## src/rtl/neurocore_uart_pkg.sv

```systemverilog
// Shared UART definitions for the transmit and receive paths.
package neurocore_uart_pkg;

  typedef enum logic [1:0] {
    IDLE  = 2'd0,
    START = 2'd1,
    DATA  = 2'd2,
    STOP  = 2'd3
  } uart_state_t;

  localparam int unsigned UART_DATA_BITS    = 8;
  localparam int unsigned UART_FRAME_BITS   = 10;
  localparam int unsigned UART_CLKS_PER_BIT = 87;  // 10 MHz / 115200 baud

  // Width of a counter spanning 0..clks-1 (at least one bit).
  function automatic int unsigned uart_cnt_width(input int unsigned clks);
    return (clks <= 2) ? 1 : $clog2(clks);
  endfunction

endpackage

```

## src/rtl/uart_baud_gen.sv

```systemverilog
// Bit-period counter: counts 0..CLKS_PER_BIT-1 while enabled, tick on the last count.
module uart_baud_gen
  import neurocore_uart_pkg::*;
#(
  parameter int unsigned CLKS_PER_BIT = UART_CLKS_PER_BIT
) (
  input  logic clk_i,
  input  logic rst_i,
  input  logic clr_i,
  input  logic en_i,
  output logic tick_o
);

  localparam int unsigned      CNT_W = uart_cnt_width(CLKS_PER_BIT);
  localparam logic [CNT_W-1:0] LAST  = CNT_W'(CLKS_PER_BIT - 1);

  logic [CNT_W-1:0] cnt_q;

  assign tick_o = en_i & (cnt_q == LAST);

  // Counter holds while disabled, wraps at each bit boundary, clears on request.
  always_ff @(posedge clk_i) begin
    if (rst_i || clr_i) begin
      cnt_q <= '0;
    end else if (en_i) begin
      if (cnt_q == LAST) begin
        cnt_q <= '0;
      end else begin
        cnt_q <= cnt_q + CNT_W'(1);
      end
    end
  end

endmodule

```

## src/rtl/uart_tx.sv

```systemverilog
// UART transmitter: 8N1 frames, LSB first, valid/ready byte input, registered TXD.
module uart_tx
  import neurocore_uart_pkg::*;
#(
  parameter int unsigned CLKS_PER_BIT = UART_CLKS_PER_BIT
) (
  input  logic                      CLK,
  input  logic                      RESET,
  input  logic [UART_DATA_BITS-1:0] tx_data,
  input  logic                      tx_valid,
  output logic                      tx_ready,
  output logic                      TXD,
  output logic                      tx_busy,
  output logic                      tx_done
);

  localparam logic [2:0] LAST_BIT = 3'(UART_DATA_BITS - 1);

  uart_state_t               state_q;
  logic [UART_DATA_BITS-1:0] shift_q;
  logic [2:0]                bit_idx_q;
  logic                      txd_q;
  logic                      ready_q;
  logic                      busy_q;
  logic                      done_q;
  logic                      accept;
  logic                      baud_tick;

  assign accept   = tx_valid & ready_q;
  assign tx_ready = ready_q;
  assign TXD      = txd_q;
  assign tx_busy  = busy_q;
  assign tx_done  = done_q;

  // Counter is cleared on accept so the start bit is a full period; it only runs mid-frame.
  uart_baud_gen #(
    .CLKS_PER_BIT(CLKS_PER_BIT)
  ) u_baud (
    .clk_i (CLK),
    .rst_i (RESET),
    .clr_i (accept),
    .en_i  (busy_q),
    .tick_o(baud_tick)
  );

  // Frame sequencer with registered line, handshake and status outputs.
  always_ff @(posedge CLK) begin
    if (RESET) begin
      state_q   <= IDLE;
      shift_q   <= '0;
      bit_idx_q <= '0;
      txd_q     <= 1'b1;
      ready_q   <= 1'b1;
      busy_q    <= 1'b0;
      done_q    <= 1'b0;
    end else begin
      done_q <= 1'b0;
      case (state_q)
        IDLE: begin
          if (accept) begin
            shift_q <= tx_data;
            state_q <= START;
            txd_q   <= 1'b0;
            ready_q <= 1'b0;
            busy_q  <= 1'b1;
          end
        end
        START: begin
          if (baud_tick) begin
            state_q   <= DATA;
            txd_q     <= shift_q[0];
            bit_idx_q <= '0;
          end
        end
        DATA: begin
          if (baud_tick) begin
            if (bit_idx_q == LAST_BIT) begin
              state_q   <= STOP;
              txd_q     <= 1'b1;
              bit_idx_q <= '0;
            end else begin
              // Drive the next bit from shift_q[1] in the same edge the register shifts.
              shift_q   <= shift_q >> 1;
              txd_q     <= shift_q[1];
              bit_idx_q <= bit_idx_q + 3'd1;
            end
          end
        end
        STOP: begin
          if (baud_tick) begin
            state_q <= IDLE;
            done_q  <= 1'b1;
            ready_q <= 1'b1;
            busy_q  <= 1'b0;
          end
        end
        default: begin
          state_q <= IDLE;
          txd_q   <= 1'b1;
          ready_q <= 1'b1;
          busy_q  <= 1'b0;
        end
      endcase
    end
  end

endmodule

```

## config.mk

```make
export PLATFORM = sky130hd
export DESIGN_NAME = uart_tx
export DESIGN_NICKNAME = d
export VERILOG_FILES = /design/src/rtl/neurocore_uart_pkg.sv /design/src/rtl/uart_baud_gen.sv /design/src/rtl/uart_tx.sv
export SDC_FILE = /design/constraint.sdc
export NUM_CORES = 1
export LEC_CHECK = 0
export CELL_PAD_IN_SITES_DETAIL_PLACEMENT = 0
export CELL_PAD_IN_SITES_GLOBAL_PLACEMENT = 1
export CORE_UTILIZATION = 28
export DETAILED_ROUTE_END_ITERATION = 10
export PLACE_DENSITY = 0.6
export REMOVE_ABC_BUFFERS = 1
export SKIP_CTS_REPAIR_TIMING = 1
export SYNTH_ARGS = -nofsm -noshare
export SYNTH_HDL_FRONTEND = slang
export SYNTH_SLANG_ARGS = --single-unit
```

## constraint.sdc

```tcl
create_clock -name CLK -period 3.22 [get_ports CLK]
set_clock_uncertainty 0.15 [all_clocks]
set_input_delay 0.805 -clock CLK [delete_from_list [all_inputs] [get_ports CLK]]
set_output_delay 0.805 -clock CLK [all_outputs]
set_load 0.02 [all_outputs]
```

# Word-level counts from Yosys, hierarchy flattened
# Cells that the tools add are included.
dict set report totals {
  reg_bits 24
  in_bits 11
  word_cells 62
  out_inout_bits 4
}
dict set report op_classes {
  n_eq_ne 11
  reduce_logical 12
  add_sub_neg 2
  n_bitwise 3
  n_mux 26
}
# cell count
set op_table {}
lappend op_table {{$mux 8} 3}
lappend op_table {{$pmux 8 s2} 1}
lappend op_table {{$mux 2} 5}
lappend op_table {{$ne 2x2->1 const B} 5}
lappend op_table {{$mux 3} 3}
lappend op_table {{$mux 1} 8}
lappend op_table {{$pmux 2 s4} 1}
lappend op_table {{$reduce_and 4->1} 2}
lappend op_table {{$add 7x1->7 const B} 1}
lappend op_table {{$eq 7x7->1 const B} 1}
lappend op_table {{$mux 7} 1}
lappend op_table {{$pmux 3 s2} 1}
lappend op_table {{$reduce_and 3->1} 2}
lappend op_table {{$reduce_bool 2->1} 3}
lappend op_table {{$reduce_and 5->1} 1}
lappend op_table {{$eq 2x2->1 const B} 2}
lappend op_table {{$pmux 1 s2} 2}
lappend op_table {{$add 3x1->3 const B} 1}
lappend op_table {{$eq 3x3->1 const B} 1}
lappend op_table {{$pmux 1 s3} 1}
lappend op_table {{$reduce_bool 3->1} 1}
lappend op_table {{$and 1x1->1} 2}
lappend op_table {{$eq 2x1->1 const B} 1}
lappend op_table {{$logic_not 2->1} 1}
lappend op_table {{4 further kinds} 4}

# Depth between registers and ports, before layout
# Gate-level depths: netlist of the first run.
dict set report depth {
  depth_word 4
  depth_mapped 8
  ltp_nobuf 6
}

# Hierarchy
# From an unflattened synthesis of the first run, not the netlist that was laid out.
dict set report unflattened {
  hier_cells 140
  hier_area_um2 1290.0
}
# mod instances area_each_um2 cells_each seq_area_each_um2
set by_module_without_submodules {}
lappend by_module_without_submodules {uart_tx 1 959.7 102 340.3}
lappend by_module_without_submodules {uart_baud_gen 1 330.3 38 140.1}

# Worst setup path after synthesis of the first run
# No wires, ideal clock.
dict set report synth_path {
  path_type {register to register}
  from {register bit_idx_q[0]}
  to {register shift_q[1]}
  arrival_ns 1.542
  setup_slack_ns 1.437
  t_required_ns 2.979
  path_stages_with_launch 8
  period_less_slack_ns 1.783
  n_path_buf 1
  setup_time_ns 0.091
  path_cell_list {dfxtp_1 > ha_1 > ha_1 > and4bb_1 > a31o_4 > buf_6 > a21oi_1 > a311oi_1}
}
dict set report synth_between {
  elab_chain_cells 3
}
# item line_no
set synth_rtl {}
lappend synth_rtl {{start, declared} uart_tx.sv:21} ;# logic [2:0] bit_idx_q;
lappend synth_rtl {{start signal, assigned} uart_tx.sv:85} ;# bit_idx_q <= bit_idx_q + 3'd1;
lappend synth_rtl {{$eq 3x3->1} uart_tx.sv:77} ;# if (bit_idx_q == LAST_BIT) begin
lappend synth_rtl {{$ne 2x2->1 (no line)} --}
lappend synth_rtl {{$reduce_and 4->1 (no line)} --}
lappend synth_rtl {{end signal, assigned} uart_tx.sv:61} ;# shift_q <= tx_data;
lappend synth_rtl {{end signal, assigned} uart_tx.sv:83} ;# shift_q <= shift_q >> 1;
lappend synth_rtl {{end, declared} uart_tx.sv:20} ;# logic [UART_DATA_BITS-1:0] shift_q;
# Every way passes these cells.
# A chain may end at the register's enable or synchronous reset.

# Final worst setup path of the first run
dict set report layout_path {
  from {register busy_q (netlist: tx_busy)}
  to {output tx_busy}
}
# item line_no
set layout_rtl {}
lappend layout_rtl {{start, declared} uart_tx.sv:24} ;# logic busy_q;
lappend layout_rtl {{start signal, assigned} uart_tx.sv:54} ;# busy_q <= 1'b0;
lappend layout_rtl {{start signal, assigned} uart_tx.sv:65} ;# busy_q <= 1'b1;
lappend layout_rtl {{start signal, assigned} uart_tx.sv:94} ;# busy_q <= 1'b0;
lappend layout_rtl {{end, declared} uart_tx.sv:13} ;# output logic tx_busy,
# No word-level cell between the ends.

==> impl_metrics.json, run 1 <==
{
  "ios": 15,
  "min-delay-start": "bit_idx_q[2]",
  "postRouteAntennaNets": 0,
  "viasPerCell": 4.900,
  "core_area_mm2": 0.004414,
  "worst_slack_ps": 796.5,
  "reg2reg_slack_ps": 1210,
  "max-slew-margin-rel_pct": 59.37,
  "h-tree-depth": 1,
  "crit_buf_inv": 1,
  "path_clk_slew_ps": 90,
  "rows": 24,
  "placed_cells": 197,
  "synth_top_area_share_pct": 36.89,
  "diodes": 0,
  "start_util_pct": 29.51,
  "netlist_instances": 139,
  "r2r_end": "bit_idx_q[0]",
  "r2r_cells": 6,
  "clk_latency_ps": 270,
  "wl_per_cell_um": 12.97,
  "port_buffers": 14,
  "grt_max_degree": 19,
  "synth_cell_types": 31,
  "cp-end-kind": "primary output",
  "hold_viol": 0,
  "worst_slew_pin_slew_ps": 607.5,
  "synth_edf_count": 0,
  "ys_ff_latch": 24,
  "final-instance-count-excl-fill": 201,
  "final_area_mm2": 0.001513,
  "cts_tree": "done",
  "place.gp.congestion": 0.7440,
  "hpwl_um": 1866,
  "fmax_mhz": 412.6,
  "antenna_found_initial": 0,
  "synthToLayoutAreaGrowth_pct": 16.14,
  "syn_area_mm2": 0.001302,
  "nets": 170,
  "synth_warnings": 0,
  "slowest_stage": "clkdlybuf4s50_1",
  "start_kind": "register",
  "die_area_mm2": 0.004929,
  "powerDensity_mw_per_mm2": 796.2,
  "clockRootBuffer": "clkbuf_8",
  "overflow": 0,
  "grt_pass1_wl_um": 4457,
  "cts-buffers-inserted": 3,
  "setup_viol": 0,
  "drcViolationCount": 0,
  "leakagePower_nw": 0.5732,
  "fin_setup_tns_ps": 0,
  "post-route-min-period_ps": 2424,
  "min_period_over_period_pct": 75.26,
  "cpPeakStageDelay_ps": 670,
  "post-synth-top-count-cell": "dfxtp_1",
  "grt_pass1_vias": 955,
  "final_util_pct": 34.27,
  "hold_path.class": "reg2reg",
  "clock_sinks": 24,
  "worstSetupPathType": "reg2out",
  "rsz0062_at_grt": "false",
  "ys_seq_area_share_pct": 36.89,
  "die-height_um": 70.21,
  "die_w_um": 70.21,
  "crit_required_ps": 2260,
  "synthTopCellsByArea": "dfxtp_1, ha_1, mux2i_1",
  "synth_area_per_cell_um2": 9.370,
  "max-clock-path-buffers": 2,
  "synth_common_cells": "dfxtp_1, a21oi_1, nor2_1",
  "hold_ws_ps": 333.5,
  "peakVddDrop_mv": 0.2237,
  "wl_um": 2606,
  "async_reset_ff_share_pct": 0,
  "drt_iter0_markers": 48,
  "yosysTopAreaCell": "dfxtp_1",
  "outcome": "finished, final reports clean",
  "dpl_cell_area_mm2": 0.001441,
  "reg2reg_from": "state_q[0]",
  "cp_max_fo": 10,
  "vias": 985,
  "cp_top_family": "buffers and inverters",
  "ys.flop_type": "dfxtp_1",
  "holdPathStages": 2,
  "slew_violations": 0,
  "place_ws_ps": 776.7,
  "worstPathArrival_ps": 1470,
  "cap_violations": 0,
  "crit_chain": "clkdlybuf4s50_1",
  "drive_above_1_share_pct": 8.054,
  "dr.pass1.iters": 4,
  "min_to": "bit_idx_q[2]",
  "p_total_mw": 1.204,
  "grt.total_usage_pct": 11.25
}
registers in the layout (all words and copies together) (netlist names):
register      cells
TXD               1
bit_idx_q         3
shift_q           8
state_q           2
tx_busy           1
tx_done           1
tx_ready          1
u_baud.cnt_q      7
layer usage:
layer	GRT usage, %	routed length, um	vias up
met5	0	0	-
met4	4.000	32	0
met3	2.309	66	4
met2	17.74	1188	14
met1	15.16	1319	450
li1	-	-	517
where the power goes:
part,total [mW],switching (mW),internal (mW)
clock network,0.268,0.102,0.166
registers,0.414,0.0525,0.361
logic,0.523,0.288,0.235
layout make-up:
type,instances,area [um2]
fill,460,2902
multi-input combinational,100,725.7
sequential,24,480.5
timing repair buffer,15,147.6
tap,52,65.06
clock buffer,3,41.29
clock inverter,1,30.03
inverter,6,22.52
worst max path at each step:
stage,end,from,cells past startpoint
3_3_place_gp,tx_busy,tx_valid,5
3_5_place_dp,tx_busy,tx_valid,5
2_1_floorplan,bit_idx_q[0],state_q[0],5
4_1_cts,tx_busy,tx_busy,1
5_1_grt,tx_busy,tx_busy,1
6_report,tx_busy,tx_busy,1
layout by cell type, fill, tap and decap left out, types with 2 or more instances in the layout:
cell             instances
dfxtp_1                 24
a21oi_1                 17
clkdlybuf4s50_1         14
nor2_1                  12
nand2_1                  9
mux2i_1                  9
ha_1                     9
o21ai_0                  8
a311oi_1                 7
inv_1                    6
xnor2_1                  3
nand4_1                  3
xor2_1                   3
clkbuf_8                 3
and3_1                   2
nor3_1                   2
a21bo_2                  2
nand3_1                  2
cell families (layout without fill, tap and decap cells):
| group | Yosys count | in the layout | share of synthesized area (%) |
|---|---|---|---|
| AND/OR/NAND/NOR | 37 | 37 | 15.47 |
| XOR/XNOR | 6 | 6 | 4.035 |
| adder cells (fa/ha/maj) | 9 | 9 | 8.646 |
| flip-flops | 24 | 24 | 36.89 |
| AO/OA/AOI/OAI | 39 | 39 | 20.65 |
| multiplexers | 9 | 9 | 6.917 |
| buffers and inverters | 15 | 25 | 7.397 |
worst register-to-register path: cells and delay by family (launching register included):
| kind | cells | cell delay, ps |
|---|---|---|
| AOI/OAI and AO/OA | 1 | 160 |
| adders and majority gates | 1 | 280 |
| buffers and inverters | 3 | 500 |
| DFF | 1 | 350 |
| and+or+nand+nor | 1 | 510 |
No activity file was read; power rests on OpenSTA's default activity.
==> run 2: changes to the inputs <==
==> constraint.sdc (replaced) <==
create_clock -name CLK -period 2.25 [get_ports CLK]
set_clock_uncertainty 0.15 [all_clocks]
set_input_delay 0.5625 -clock CLK [delete_from_list [all_inputs] [get_ports CLK]]
set_output_delay 0.5625 -clock CLK [all_outputs]
set_load 0.02 [all_outputs]
==> run 2 against run 1 <==
Compared with the run above:
- cell area is 1.8% higher
- hold slack hardly changed
- global-route usage is 0.81 points lower
- highest routed layer unchanged
==> impl_metrics.json, run 2 (synthesis gave the netlist of run 1 again) <==
{
  "cts_tree": "done",
  "rows": 24,
  "clock_sinks": 24,
  "crit_required_ps": 1540,
  "vias": 1002,
  "nets": 172,
  "antenna_found_initial": 0,
  "core_area_mm2": 0.004414,
  "start_kind": "register",
  "min_to": "bit_idx_q[2]",
  "peakVddDrop_mv": 0.4283,
  "wl_per_cell_um": 12.65,
  "r2r_cells": 5,
  "crit_chain": "clkdlybuf4s50_1",
  "hold_path.class": "reg2reg",
  "final_common_cell": "dfxtp_1",
  "hold_viol": 0,
  "reg2reg_slack_ps": 280,
  "die-height_um": 70.21,
  "drive_above_1_share_pct": 9.272,
  "powerDensity_mw_per_mm2": 1144,
  "grt_pass1_wl_um": 4084,
  "outcome": "finished, final reports clean",
  "crit_buf_inv": 1,
  "diodes": 0,
  "cp_max_fo": 10,
  "holdPathStages": 2,
  "cts-buffers-inserted": 3,
  "min-delay-start": "bit_idx_q[2]",
  "clk_latency_ps": 270,
  "worstSetupPathType": "reg2out",
  "wl_um": 2568,
  "worstPathArrival_ps": 1460,
  "start_util_pct": 29.51,
  "top_register": "shift_q",
  "grt.total_usage_pct": 10.44,
  "max-slew-margin-rel_pct": 70.07,
  "min_period_over_period_pct": 96.67,
  "grt_pass1_vias": 873,
  "drcViolationCount": 0,
  "drt_iter0_markers": 59,
  "reg_top3": "shift_q (8), u_baud.cnt_q (7), bit_idx_q (3)",
  "post-route-min-period_ps": 2175,
  "cp-end-kind": "primary output",
  "h-tree-depth": 1,
  "synthToLayoutAreaGrowth_pct": 18.25,
  "path_clk_slew_ps": 90,
  "path_depth": 1,
  "die_area_mm2": 0.004929,
  "r2r_end": "bit_idx_q[0]",
  "cp_top_family": "buffers and inverters",
  "final_util_pct": 34.89,
  "fmax_mhz": 459.8,
  "grt_max_degree": 18,
  "slowest_stage": "clkdlybuf4s50_1",
  "rsz0062_at_grt": "false",
  "port_buffers": 14,
  "ios": 15,
  "cap_violations": 0,
  "hpwl_um": 1852,
  "overflow": 0,
  "largest_register_ffs": 8,
  "fin_setup_tns_ps": 0,
  "leakagePower_nw": 0.5874,
  "reg2reg_from": "state_q[0]",
  "postRouteAntennaNets": 0,
  "cpPeakStageDelay_ps": 670,
  "die_w_um": 70.21,
  "dr.pass1.iters": 4,
  "worst_slew_pin_slew_ps": 448.9,
  "setup_viol": 0,
  "place.gp.congestion": 0.7167,
  "slew_violations": 0,
  "max-clock-path-buffers": 2,
  "clockRootBuffer": "clkbuf_8",
  "final_cell_mix": "dfxtp_1, a21oi_1, clkdlybuf4s50_1",
  "viasPerCell": 4.936
}
run 2: changes by cell type in the layout (fill, tap and decap cells not counted), sizes merged:
cell	delta
buf	+2
run 2: report_power, final:
part | internal, mW | switching, mW
clock | 0.238 | 0.145
sequential | 0.517 | 0.0756
combinational | 0.376 | 0.410
run 2: cell type report:
class                      instances  area, um2
fill                             451       2874
multi-input combinational        100      725.7
sequential                        24      480.5
timing repair buffer              17      175.2
tap                               52      65.06
clock buffer                       3      41.29
clock inverter                     1      30.03
inverter                           6      22.52
run 2: through the flow:
step	area [um2]	hold WS, ps	setup WS, ps	instances	power (mW)
final	1540	333.7	74.99	203	1.762
after global routing	1540	366.4	23.11	203	1.879
after CTS	1540	337.9	58.58	203	1.783
after detailed placement	1469	323.2	222.9	199	1.389
after global placement	1469	313.8	242.3	199	1.372
after floorplan	1229	297.2	324.6	130	1.141
run 2: tightest hold or removal path, cell delays in order (launching register included):
cell and delay, ps:
dfxtp_1 320, o21ai_0 70, a21oi_1 60
run 2: worst max path at each step:
stage	startpoint	endpoint
CTS	tx_busy	tx_busy
detailed placement	tx_valid	state_q[0]
global placement	tx_valid	state_q[0]
finish	tx_busy	tx_busy
floorplan	state_q[0]	bit_idx_q[0]
global route	tx_busy	tx_busy
run 2: metal layers:
layer,global-route usage (%),wire length [um],up-vias
li1,-,-,520
met3,3.030,79,2
met1,14.12,1307,465
met5,0,0,-
met2,16.24,1161,15
met4,2.667,20,0
==> run 3: changes to the inputs <==
--- a/config.mk
+++ b/config.mk
@@ -7,6 +7,7 @@
 export LEC_CHECK = 0
 export CELL_PAD_IN_SITES_DETAIL_PLACEMENT = 0
 export CELL_PAD_IN_SITES_GLOBAL_PLACEMENT = 1
+export CORE_MARGIN = 3
 export CORE_UTILIZATION = 28
 export DETAILED_ROUTE_END_ITERATION = 10
 export PLACE_DENSITY = 0.6
==> run 3 against run 2 <==
Compared with the run above:
- global-route usage increased by 0.33 points
- worst setup slack improved by 7.6 ps
- maximum frequency is 0.35% higher
- first-iteration DRC count down 5.1%
- wire length is 1.1% lower
- final cell count unchanged
- cell area unchanged
- hold slack better by 1.2 ps
- count of clock-buffer cells in the layout unchanged
- power is 0.22% lower
- critical path type unchanged
- largest cell class unchanged
==> impl_metrics.json, run 3 (synthesis gave the netlist of run 1 again) <==
{
  "max-clock-path-buffers": 2,
  "rsz0062_at_grt": "false",
  "cts-buffers-inserted": 3,
  "start_kind": "register",
  "cap_violations": 0,
  "cp-end-kind": "primary output",
  "powerDensity_mw_per_mm2": 1141,
  "core_area_mm2": 0.004414,
  "path_clk_slew_ps": 90,
  "wl_um": 2539,
  "switchingPower_mw": 0.6275,
  "antenna_found_initial": 0,
  "grt_pass1_vias": 1043,
  "crit_required_ps": 1540,
  "crit_buf_inv": 1,
  "dpl_cell_area_mm2": 0.001469,
  "postRouteAntennaNets": 0,
  "clock_sinks": 24,
  "die-height_um": 74.21,
  "ios": 15,
  "internal-power_mw": 1.130,
  "clockRootBuffer": "clkbuf_8",
  "slowest_stage": "clkdlybuf4s50_1",
  "final_cell_mix": "dfxtp_1, a21oi_1, clkdlybuf4s50_1",
  "dr.pass1.iters": 4,
  "max-slew-margin-rel_pct": 70.43,
  "hold_viol": 0,
  "vias": 1010,
  "hold_path.class": "reg2reg",
  "nFillCells": 445,
  "outcome": "finished, final reports clean",
  "nets": 172,
  "p_clk_share_pct": 21.6,
  "min_period_over_period_pct": 96.33,
  "worstSetupPathType": "reg2out",
  "port_buffers": 14,
  "cts_tree": "done",
  "start_util_pct": 29.51,
  "overflow": 0,
  "cp_max_fo": 10,
  "worstPathArrival_ps": 1450,
  "viasPerCell": 4.975,
  "rows": 24,
  "synthToLayoutAreaGrowth_pct": 18.25,
  "clk_latency_ps": 260,
  "cpPeakStageDelay_ps": 670,
  "power.share.combinational_pct": 44.8,
  "diodes": 0,
  "cp_top_family": "buffers and inverters",
  "leakagePower_nw": 0.5874,
  "fmax_mhz": 461.4,
  "peakVddDrop_mv": 0.4693,
  "h-tree-depth": 1,
  "hpwl_um": 1870,
  "drive_above_1_share_pct": 9.272,
  "reg_top3": "shift_q (8), u_baud.cnt_q (7), bit_idx_q (3)",
  "slew_violations": 0,
  "final_common_cell": "dfxtp_1",
  "drt_iter0_markers": 56,
  "top_register": "shift_q",
  "fin_setup_tns_ps": 0,
  "crit_chain": "clkdlybuf4s50_1",
  "post-route-min-period_ps": 2167,
  "place.gp.congestion": 0.7300,
  "setup_viol": 0,
  "die_w_um": 74.21,
  "drcViolationCount": 0,
  "wl_per_cell_um": 12.51,
  "worst_slew_pin_slew_ps": 443.6,
  "largest_register_ffs": 8,
  "grt_pass1_wl_um": 4678,
  "final_area_mm2": 0.001540,
  "grt.total_usage_pct": 10.77,
  "grt_max_degree": 18,
  "die_area_mm2": 0.005506,
  "pwr-share-seq_pct": 33.6,
  "switching_share_pct": 35.70
}
## run 3: power groups by stage
| stage | combinational (mW) | clock, mW | sequential [mW] |
|---|---|---|---|
| floorplan | 0.535 | 0 | 0.606 |
| global placement | 0.777 | 0 | 0.598 |
| detailed placement | 0.789 | 0 | 0.600 |
| finish | 0.788 | 0.379 | 0.590 |
| global route | 0.899 | 0.408 | 0.605 |
| CTS | 0.795 | 0.396 | 0.591 |
## run 3: cell type report
type,count,area (um2),share of cell area (%)
inverters,6,22.52,1.462
multi-input cells,100,725.7,47.12
clock inverters,1,30.03,1.950
well taps,52,65.06,4.224
repair buffers,17,175.2,11.37
flip-flops and latches,24,480.5,31.19
clock buffers,3,41.29,2.681
## run 3: path summary, 6_finish.rpt
path	startpoint	endpoint	slack, ps	cells after the start
worst max-delay path	tx_busy	tx_busy	80	1
worst min register to register	bit_idx_q[2]	bit_idx_q[2]	330	2
worst min-delay path	bit_idx_q[2]	bit_idx_q[2]	330	2
worst max register to register	state_q[0]	bit_idx_q[0]	270	5
## run 3: tightest hold or removal path, stage by stage (launching register included)
cell and delay, ps:
dfxtp_1 320, o21ai_0 70, a21oi_1 60
## run 3: routing by layer
metal  share of wire (%)  global-route usage (%)
met1                  47                   12.93
met2                  49                   19.19
met3                 3.2                   3.243
met4                0.59                   1.811
met5                   0                       0
## run 3: per-stage QoR
step / util [%] / cells / setup slack (ps) / hold slack [ps] / power [mW]
after floorplan: - / 130 / 324.6 / 297.2 / 1.141
after global placement: 33.28 / 199 / 240.6 / 313.9 / 1.376
after detailed placement: 33.28 / 199 / 228.9 / 323.2 / 1.389
after CTS: 34.89 / 203 / 62.19 / 337.3 / 1.782
after global routing: 34.89 / 203 / 38.57 / 379.5 / 1.912
final: 34.89 / 203 / 82.62 / 334.8 / 1.758
